==> src/rtl/mul_booth_pkg.sv <==
// Shared definitions for the radix-4 Booth multiplier:
//   - FSM state encoding
//   - Booth digit select encoding, packed as {negate, double, zero}
//   - booth_decode(): maps a 3-bit multiplier window to a digit select
package mul_booth_pkg;

   typedef enum logic [1:0] {
      IDLE = 2'b00,
      RUN  = 2'b01,
      DONE = 2'b10
   } state_e;

   // Bit order is {negate, double, zero} so the flags can be unpacked directly.
   typedef enum logic [2:0] {
      SEL_P1   = 3'b000,
      SEL_ZERO = 3'b001,
      SEL_P2   = 3'b010,
      SEL_M1   = 3'b100,
      SEL_M2   = 3'b110
   } booth_sel_e;

   // Window is {b[i+1], b[i], b[i-1]}; digit = -2*b[i+1] + b[i] + b[i-1].
   function automatic booth_sel_e booth_decode(input logic [2:0] win);
      booth_sel_e sel;
      sel = SEL_ZERO;
      case (win)
         3'b000:  sel = SEL_ZERO;
         3'b001:  sel = SEL_P1;
         3'b010:  sel = SEL_P1;
         3'b011:  sel = SEL_P2;
         3'b100:  sel = SEL_M2;
         3'b101:  sel = SEL_M1;
         3'b110:  sel = SEL_M1;
         3'b111:  sel = SEL_ZERO;
         default: sel = SEL_ZERO;
      endcase
      return sel;
   endfunction

endpackage

==> src/rtl/booth_r4_enc.sv <==
// Combinational radix-4 Booth window decoder.
// Ports:
//   i_window  [2:0]  multiplier window {b[i+1], b[i], b[i-1]}
//   o_neg_c          subtract the selected multiple
//   o_dbl_c          use 2x multiplicand instead of 1x
//   o_zero_c         digit is zero (adds nothing)
module booth_r4_enc
   import mul_booth_pkg::*;
(
   input  logic [2:0] i_window,
   output logic       o_neg_c,
   output logic       o_dbl_c,
   output logic       o_zero_c
);

   booth_sel_e w_sel;

   // Decode window and unpack the select into individual flags.
   always_comb begin
      w_sel = booth_decode(i_window);
      {o_neg_c, o_dbl_c, o_zero_c} = 3'(w_sel);
   end

endmodule

==> src/rtl/mul_booth_r4.sv <==
// Sequential radix-4 Booth multiplier, signed or unsigned operands.
// Ports:
//   clk        rising-edge clock
//   rst        asynchronous active-high reset
//   start      begin a multiplication (sampled only in IDLE)
//   is_signed  1 = two's-complement operands, 0 = unsigned (sampled with start)
//   in1, in2   multiplicand / multiplier (sampled with start)
//   out        product, held until the next completion
//   out_r      one-cycle result-ready pulse
//   busy       high whenever the FSM is not in IDLE
module mul_booth_r4
   import mul_booth_pkg::*;
#(
   parameter int unsigned BIT_LEN = 8
)(
   input  logic                   clk,
   input  logic                   rst,
   input  logic                   start,
   input  logic                   is_signed,
   input  logic [BIT_LEN-1:0]     in1,
   input  logic [BIT_LEN-1:0]     in2,
   output logic [2*BIT_LEN-1:0]   out,
   output logic                   out_r,
   output logic                   busy
);

   localparam int unsigned EXT_W  = BIT_LEN + 2;   // extended operand width
   localparam int unsigned ACC_W  = BIT_LEN + 4;   // headroom for +/-2*multiplicand
   localparam int unsigned N_ITER = EXT_W / 2;
   localparam int unsigned CNT_W  = $clog2(N_ITER + 1);

   // ---------------- controller ----------------
   state_e           r_state;
   state_e           w_next_state;
   logic [CNT_W-1:0] r_cnt;
   logic             w_load;
   logic             w_iter;
   logic             w_finish;

   // Next-state and datapath control strobes.
   always_comb begin
      w_next_state = r_state;
      w_load       = 1'b0;
      w_iter       = 1'b0;
      w_finish     = 1'b0;
      case (r_state)
         IDLE: begin
            if (start) begin
               w_load       = 1'b1;
               w_next_state = RUN;
            end
         end
         RUN: begin
            // The extra RUN cycle after the last iteration transfers the product.
            if (r_cnt == CNT_W'(N_ITER)) begin
               w_finish     = 1'b1;
               w_next_state = DONE;
            end else begin
               w_iter = 1'b1;
            end
         end
         DONE:    w_next_state = IDLE;
         default: w_next_state = IDLE;
      endcase
   end

   // State, iteration counter and registered status outputs.
   always_ff @(posedge clk or posedge rst) begin
      if (rst) begin
         r_state <= IDLE;
         r_cnt   <= '0;
         busy    <= 1'b0;
         out_r   <= 1'b0;
      end else begin
         r_state <= w_next_state;
         busy    <= (w_next_state != IDLE);
         out_r   <= (w_next_state == DONE);
         if (w_load)
            r_cnt <= '0;
         else if (w_iter)
            r_cnt <= r_cnt + CNT_W'(1);
      end
   end

   // ---------------- datapath ----------------
   logic [ACC_W-1:0] r_acc;
   logic [EXT_W-1:0] r_mcand;
   logic [EXT_W-1:0] r_mplr;
   logic             r_prev;

   logic [EXT_W-1:0] w_in1_ext;
   logic [EXT_W-1:0] w_in2_ext;
   logic [ACC_W-1:0] w_mcand_acc;
   logic [ACC_W-1:0] w_mult;
   logic [ACC_W-1:0] w_addend;
   logic [ACC_W-1:0] w_sum;
   logic             w_neg;
   logic             w_dbl;
   logic             w_zero;

   booth_r4_enc u_enc (
      .i_window ({r_mplr[1:0], r_prev}),
      .o_neg_c  (w_neg),
      .o_dbl_c  (w_dbl),
      .o_zero_c (w_zero)
   );

   // Operand extension, multiple selection and partial-product add.
   always_comb begin
      w_in1_ext   = is_signed ? {{2{in1[BIT_LEN-1]}}, in1} : {2'b00, in1};
      w_in2_ext   = is_signed ? {{2{in2[BIT_LEN-1]}}, in2} : {2'b00, in2};
      w_mcand_acc = {{2{r_mcand[EXT_W-1]}}, r_mcand};
      w_mult      = '0;
      if (!w_zero)
         w_mult = w_dbl ? {w_mcand_acc[ACC_W-2:0], 1'b0} : w_mcand_acc;
      w_addend    = w_neg ? (~w_mult + ACC_W'(1)) : w_mult;
      w_sum       = r_acc + w_addend;
   end

   // Accumulator / multiplier shift register and result register.
   always_ff @(posedge clk or posedge rst) begin
      if (rst) begin
         r_acc   <= '0;
         r_mcand <= '0;
         r_mplr  <= '0;
         r_prev  <= 1'b0;
         out     <= '0;
      end else if (w_load) begin
         r_acc   <= '0;
         r_mcand <= w_in1_ext;
         r_mplr  <= w_in2_ext;
         r_prev  <= 1'b0;
      end else if (w_iter) begin
         // Arithmetic shift right by 2 of {acc, mplr, prev} after the add.
         r_acc   <= {{2{w_sum[ACC_W-1]}}, w_sum[ACC_W-1:2]};
         r_mplr  <= {w_sum[1:0], r_mplr[EXT_W-1:2]};
         r_prev  <= r_mplr[1];
      end else if (w_finish) begin
         // All multiplier bits have shifted out; product sits in {acc, mplr}.
         out <= {r_acc[BIT_LEN-3:0], r_mplr};
      end
   end

endmodule

==> config.mk <==
export PLATFORM = sky130hd
export DESIGN_NAME = mul_booth_r4
export DESIGN_NICKNAME = d
export VERILOG_FILES = /design/src/rtl/mul_booth_pkg.sv /design/src/rtl/booth_r4_enc.sv /design/src/rtl/mul_booth_r4.sv
export SDC_FILE = /design/constraint.sdc
export NUM_CORES = 1
export LEC_CHECK = 0
export ABC_AREA = 1
export BUFFER_PORTS_ARGS = -buffer_cell sky130_fd_sc_hd__buf_2
export CAP_MARGIN = 40
export CORE_UTILIZATION = 30
export DETAILED_ROUTE_END_ITERATION = 6
export PLACE_DENSITY_LB_ADDON = 0.2
export SLEW_MARGIN = 0
export SYNTH_ARGS = -nofsm -noshare
export SYNTH_HDL_FRONTEND = slang
export SYNTH_SLANG_ARGS = --single-unit
==> constraint.sdc <==
create_clock -name clk -period 3.1 [get_ports clk]
set_input_delay 0 -clock clk [delete_from_list [all_inputs] [get_ports clk]]
set_output_delay 0 -clock clk [all_outputs]
set_load 0.01 [all_outputs]
==> results of run 1 <==
-- layout make-up --
type,count,share of cell area
Clock buffer,5,0.0174
Clock inverter,2,0.00884
Inverter,56,0.0530
Multi-Input combinational cell,265,0.413
Sequential cell,53,0.335
Tap cell,133,0.0420
Timing Repair Buffer,75,0.131
-- path summary, 6_finish.rpt --
check                                 end      start  cells past startpoint  slack, ps
min in group asynchronous          out[4]        rst                      3        250
worst min-delay path            r_mplr[9]  is_signed                      3          2
worst max register to register   r_acc[7]     r_prev                     21         90
worst max-delay path             r_acc[7]     r_prev                     21         90
worst min register to register    out[13]    out[13]                      2        480
max in group asynchronous        r_acc[1]        rst                      4       2050
-- critical path, delay by kind of cell, from the launching register on --
kind	cells	cell delay, ps
AOI/OAI and AO/OA	5	720
xor gates and xnor gates	1	150
adders and majority gates	2	500
buffers and inverters	2	210
DFF	1	420
and+or+nand+nor	11	930
-- stage by stage --
stage | setup slack (ps) | instance area [sq um]
2_1_floorplan | 63.1 | 3050
3_3_place_gp | 57.6 | 3470
3_5_place_dp | 1.06 | 3470
4_1_cts | 4.48 | 3750
5_1_grt | -124 | 3970
6_report | 87.3 | 3970
-- cells in the final DEF, fill, tap and decap left out, drive strengths merged, types with 2 or more instances in the layout --
| cell type | instances |
|---|---|
| nor3 | 3 |
| nor2 | 25 |
| dfrtp | 53 |
| o221ai | 6 |
| ha | 16 |
| clkbuf | 5 |
| o22ai | 7 |
| nand3 | 28 |
| o21ai | 42 |
| a31oi | 3 |
| xor2 | 5 |
| a21oi | 15 |
| inv | 56 |
| xnor2 | 3 |
| o211ai | 2 |
| buf | 58 |
| dlygate4sd3 | 17 |
| nand2 | 103 |
-- flip-flops by register name (all words and copies together) (netlist names) --
name and cells:
out_r 1, r_mplr 10, busy 1, out 16, r_cnt 3, r_acc 10, r_state 2, r_prev 1
r_mcand 9
-- cells by family (layout without fill, tap and decap cells) --
family | count (synthesis) | after routing | synth area share
buf+inv | 64 | 138 | 0.0801
compound gates | 79 | 79 | 0.151
xor+xnor | 8 | 8 | 0.0230
fa+ha+maj | 17 | 17 | 0.0723
flops | 53 | 53 | 0.435
simple gates | 161 | 161 | 0.238
-- per-layer routing --
metal,vias up,routed length (um),GRT usage
met4,0,85,0.0412
met3,6,199,0.0251
met1,1273,3700,0.207
met5,-,0,0
met2,37,3290,0.247
li1,1393,-,-
-- repair_timing --
action	in CTS	in global routing
hold endpoints to repair	36	0
hold buffers	17	0
buffers inserted	0	7
gates resized for setup	1	42
pin swaps	0	21
setup endpoints to repair	1	7
==> reports/qor.yml, run 1 <==
outcome:
  outcome: "finished, final reports clean"
synth:
  dominantRegCellSynth: "sky130_fd_sc_hd__dfrtp_1"
  sequential_fraction_of_the_synthesis_area: 0.435
  post_synth.cell_area_avg_sq_um: 7.97
  synth_largest_area_cell: "sky130_fd_sc_hd__dfrtp_1"
  ys_seq_elements: 53
  synth.net_count: 419
  syn_area_sq_um: 3050
  netlist_top_cells_count: "sky130_fd_sc_hd__nand2_1, sky130_fd_sc_hd__dfrtp_1, sky130_fd_sc_hd__inv_1"
  ys_warn_count: 0
  distinct_cells_synth: 32
  post_synth_edffs: 0
  asr_flop_ratio_synth: 1.00
  share_of_the_synthesized_area_in_the_top_cell_type: 0.435
  post_synth_main_area_contributors: "sky130_fd_sc_hd__dfrtp_1, sky130_fd_sc_hd__nand2_1, sky130_fd_sc_hd__ha_1"
  yosysMostFrequentCell: "sky130_fd_sc_hd__nand2_1"
  cell_count_after_synthesis: 382
setup_path:
  worst-path-max-fanout: 4
  timing_worst_setup_path_type: "register to register"
  cp.arrival_ps: 3240
  worst_path_max_delay_cell: "sky130_fd_sc_hd__dfrtp_1"
  timing.critical_path.to_type: "register"
  worst_setup_path_start_kind: "register"
  path_cells: "buf_4 -> nand2_2 -> nand2_2 -> o21ai_4 -> nand2_2 -> nor2_4 -> inv_2 -> ha_4 -> a31o_2 -> xor2_1 -> ha_1 -> nand2_1 -> nand2_2 -> nand3_1 -> nand2_1 -> a21oi_1 -> or2_4 -> a31oi_4 -> nand2_1 -> nand2_1 -> o21ai_0"
  critPathMaxStageDelay_ps: 420
  critPathRequiredTime_ps: 3330
die:
  die-area_sq_um: 10600
  starting_density: 0.310
  floorplan.rows: 36
  core_area_sq_um: 9820
  chipWidth_um: 103
  die_span_in_y_um: 103
  num_io_pins: 38
cts:
  clock_sink_count: 53
  clkLatencyLatePin_ps: 300
  cts_root_buffer_type: "sky130_fd_sc_hd__clkbuf_8"
  clkSlewWorstSetupHoldPaths_ps: 100
  cts_made_buffers: 5
  tritoncts_clock_tree: "built"
  cts_max_path_buffers: 2
  cts_htree_levels: 2
global_route:
  grt_pass1_vias: 2655
  antenna_found_initial: 0
  wire_length_of_the_first_global_routing_pass_um: 12500
  grt_overflow: 0
  maximum_number_of_pins_on_one_net_before_global_route_repair: 35
  grt_usage: 0.151
run:
  timing.max_cap.violations: 0
route:
  drt_iter0_markers: 66
  drc: 0
  detailroute.via_count: 2709
  drtPass1Iterations: 4
  post_detailed_route_count_of_antenna_violating_nets: 0
  routed_wirelength_um: 7280
  route.detailed.vias_per_inst: 4.60
  routed_wire_length_per_instance_um: 12.4
final_layout:
  layout.cells.non_filler: 589
  finalCoreUtilization: 0.404
  layout.area.seq_sq_um: 1330
  num-fill-cells: 1023
  total_area_of_multi_input_combinational_cells_sq_um: 1640
  final_layout_size_suffix_gt1_frac: 0.268
  area_delta_synth_final_pct: 30.2
  antenna_cells: 0
  finalNetCount: 493
sta:
  fin_worst_skew_ps: 6.67
  final_hold_viol_count: 0
  timing_max_transition_violations_final: 0
  rsz0062_at_grt: "true"
  setup_viol: 0
  fmaxAchievable_ghz: 0.332
  tns_ps: 0
  final_min_period_over_clock_period: 0.972
  max_slew.worst_pin.slew_ps: 847
  relSlewSlack: 0.435
  period_needed_ps: 3010
  holdWs_ps: 2.07
placed_design:
  gpl.final_weighted_congestion: 0.856
  dp_cells: 558
  dp_hpwl_um: 5190
  place.port_buffers: 37
worst_hold_path:
  worstHoldPathType: "primary input to register"
Power of run 1 is left out: the tool's default activity adds up to more than one toggle a clock period on the data nets, which glitch-free logic cannot reach.
==> run 2: changes to the inputs <==
- CORE_UTILIZATION: 30 -> 35
==> run 2 against run 1 <==
Count of clock-buffer cells in the layout is 1 higher. Setup slack improved by 72 ps. Sequential share of layout area increased by 0.30 points. Register-to-register slack better by 70 ps. Non-clock buffer count is 1 lower. First-iteration DRC count rose by 14%. Die area shrank 14%. Clock skew rose by 1.4 ps. Routed wire length fell by 2.1%. Hold slack improved by 17 ps. Critical endpoint is now r_acc[6].
==> reports/qor.yml, run 2 (same netlist as run 1, synthesis figures left out) <==
cts:
  cts_max_path_buffers: 2
  cts_root_buffer_type: "sky130_fd_sc_hd__clkbuf_8"
  cts_htree_levels: 2
  cts_made_buffers: 5
  tritoncts_clock_tree: "built"
  clock_sink_count: 53
  clkSlewWorstSetupHoldPaths_ps: 100
  clkLatencyLatePin_ps: 310
die:
  floorplan.rows: 33
  num_io_pins: 38
  die-area_sq_um: 9080
  chipWidth_um: 95.3
  starting_density: 0.367
  core_area_sq_um: 8300
  die_span_in_y_um: 95.3
worst_hold_path:
  worstHoldPathType: "primary input to register"
global_route:
  maximum_number_of_pins_on_one_net_before_global_route_repair: 35
  antenna_found_initial: 0
  grt_pass1_vias: 2587
  grt_overflow: 0
  wire_length_of_the_first_global_routing_pass_um: 11700
  grt_usage: 0.166
route:
  route.detailed.vias_per_inst: 4.76
  routed_wirelength_um: 7120
  drc: 0
  detailroute.via_count: 2673
  post_detailed_route_count_of_antenna_violating_nets: 0
  drt_iter0_markers: 75
  drtPass1Iterations: 4
  routed_wire_length_per_instance_um: 12.7
sta:
  setup_viol: 0
  max_slew.worst_pin.slew_ps: 795
  rsz0062_at_grt: "true"
  final_hold_viol_count: 0
  fmaxAchievable_ghz: 0.340
  timing_max_transition_violations_final: 0
  period_needed_ps: 2940
  fin_worst_skew_ps: 8.02
  relSlewSlack: 0.469
  final_min_period_over_clock_period: 0.949
final_layout:
  finalCoreUtilization: 0.474
  layout.cells.non_filler: 561
  final_layout_size_suffix_gt1_frac: 0.270
  largest_register_ff_count: 16
  layout.area.seq_sq_um: 1330
  total_area_of_multi_input_combinational_cells_sq_um: 1630
  registers.top_by_ff_count: "out"
  antenna_cells: 0
  num-fill-cells: 818
  layout_common_cells: "sky130_fd_sc_hd__nand2_1, sky130_fd_sc_hd__inv_1, sky130_fd_sc_hd__dfrtp_1, sky130_fd_sc_hd__buf_2, sky130_fd_sc_hd__o21ai_0"
  finalNetCount: 492
  layout_top_registers: "out x16, r_acc x10, r_mplr x10"
  area_delta_synth_final_pct: 29.3
  mostFrequentLayoutCell: "sky130_fd_sc_hd__nand2_1"
setup_path:
  timing_worst_setup_path_type: "register to register"
  r2r-start: "r_mplr[0]"
  cp.arrival_ps: 3190
  critPathLaunch: "r_mplr[0]"
  timing.critical_path.to_type: "register"
  worst_setup_path_start_kind: "register"
  r2r_path_end: "r_acc[6]"
  reg2regPathDepth: 20
  critPathRequiredTime_ps: 3350
  crit_path_end: "r_acc[6]"
  r2r_setup_slack_ps: 160
  worst-path-max-fanout: 4
placed_design:
  dp_cells: 530
  place.port_buffers: 37
  dp_hpwl_um: 5090
  gpl.final_weighted_congestion: 0.880
outcome:
  outcome: "finished, final reports clean"
run:
  timing.max_cap.violations: 0
[run 2: changes by cell type in the layout (fill, tap and decap cells not counted), sizes merged]
cell / before / now
clkbuf: 5 / 6
clkinvlp: 0 / 1
clkinv: 1 / 0
dlygate4sd3: 17 / 18
buf: 58 / 56
[run 2: worst min path at each step]
stage	endpoint	depth (start not counted)	startpoint
finish	r_mplr[9]	5	in2[7]
global route	r_mplr[9]	5	in2[7]
CTS	r_mplr[9]	5	in2[7]
detailed placement	out[9]	2	rst
global placement	out[9]	2	rst
floorplan	r_mcand[0]	2	in1[0]
[run 2: metal layers]
layer	vias to the layer above	global-route usage	share of wire
met5	-	0	0
met4	0	0.0417	0.016
met3	9	0.0287	0.026
met2	41	0.279	0.45
met1	1237	0.220	0.50
li1	1386	-	-
[run 2: cell type report]
type,instances,share of cell area
clock buffers,6,0.0210
multi-input cells,265,0.414
well taps,105,0.0334
inverters,56,0.0534
repair buffers,74,0.131
flip-flops and latches,53,0.338
clock inverters,2,0.00953
[run 2: timing repair]
item	in CTS	in global routing
setup buffers	1	4
endpoints found under the hold margin	51	0
hold buffers	18	0
gates resized for setup	3	42
endpoints found under the setup margin	1	7
pin swaps	5	26
[run 2: metrics by stage]
step / TNS [ps] / hold WS (ps) / worst slack, ps / instance area (sq um)
6_report: 0 / 19.4 / 159 / 3940
5_1_grt: -121 / 62.8 / -62.7 / 3940
4_1_cts: 0 / 19.4 / 10.3 / 3750
2_1_floorplan: 0 / 121 / 63.1 / 3050
3_3_place_gp: 0 / 153 / 61.3 / 3430
3_5_place_dp: -6.95 / 162 / -6.95 / 3430
[run 2: critical path, stage by stage, from the launching register on]
cell and delay, ps:
sky130_fd_sc_hd__dfrtp_2 430, sky130_fd_sc_hd__nor2_4 60, sky130_fd_sc_hd__buf_4 130, sky130_fd_sc_hd__o21ai_4 140
sky130_fd_sc_hd__nand2_2 80, sky130_fd_sc_hd__nor2_4 110, sky130_fd_sc_hd__inv_2 70, sky130_fd_sc_hd__ha_4 160
sky130_fd_sc_hd__a31o_2 240, sky130_fd_sc_hd__xor2_1 140, sky130_fd_sc_hd__ha_1 320, sky130_fd_sc_hd__buf_4 150
sky130_fd_sc_hd__nand2_1 70, sky130_fd_sc_hd__nand2_1 80, sky130_fd_sc_hd__a21oi_2 150, sky130_fd_sc_hd__nor2_1 80
sky130_fd_sc_hd__o21ai_1 110, sky130_fd_sc_hd__nand2_1 100, sky130_fd_sc_hd__a21oi_2 130, sky130_fd_sc_hd__o21ai_1 80
sky130_fd_sc_hd__nand2_1 50
Power of run 2 is left out for the same reason.
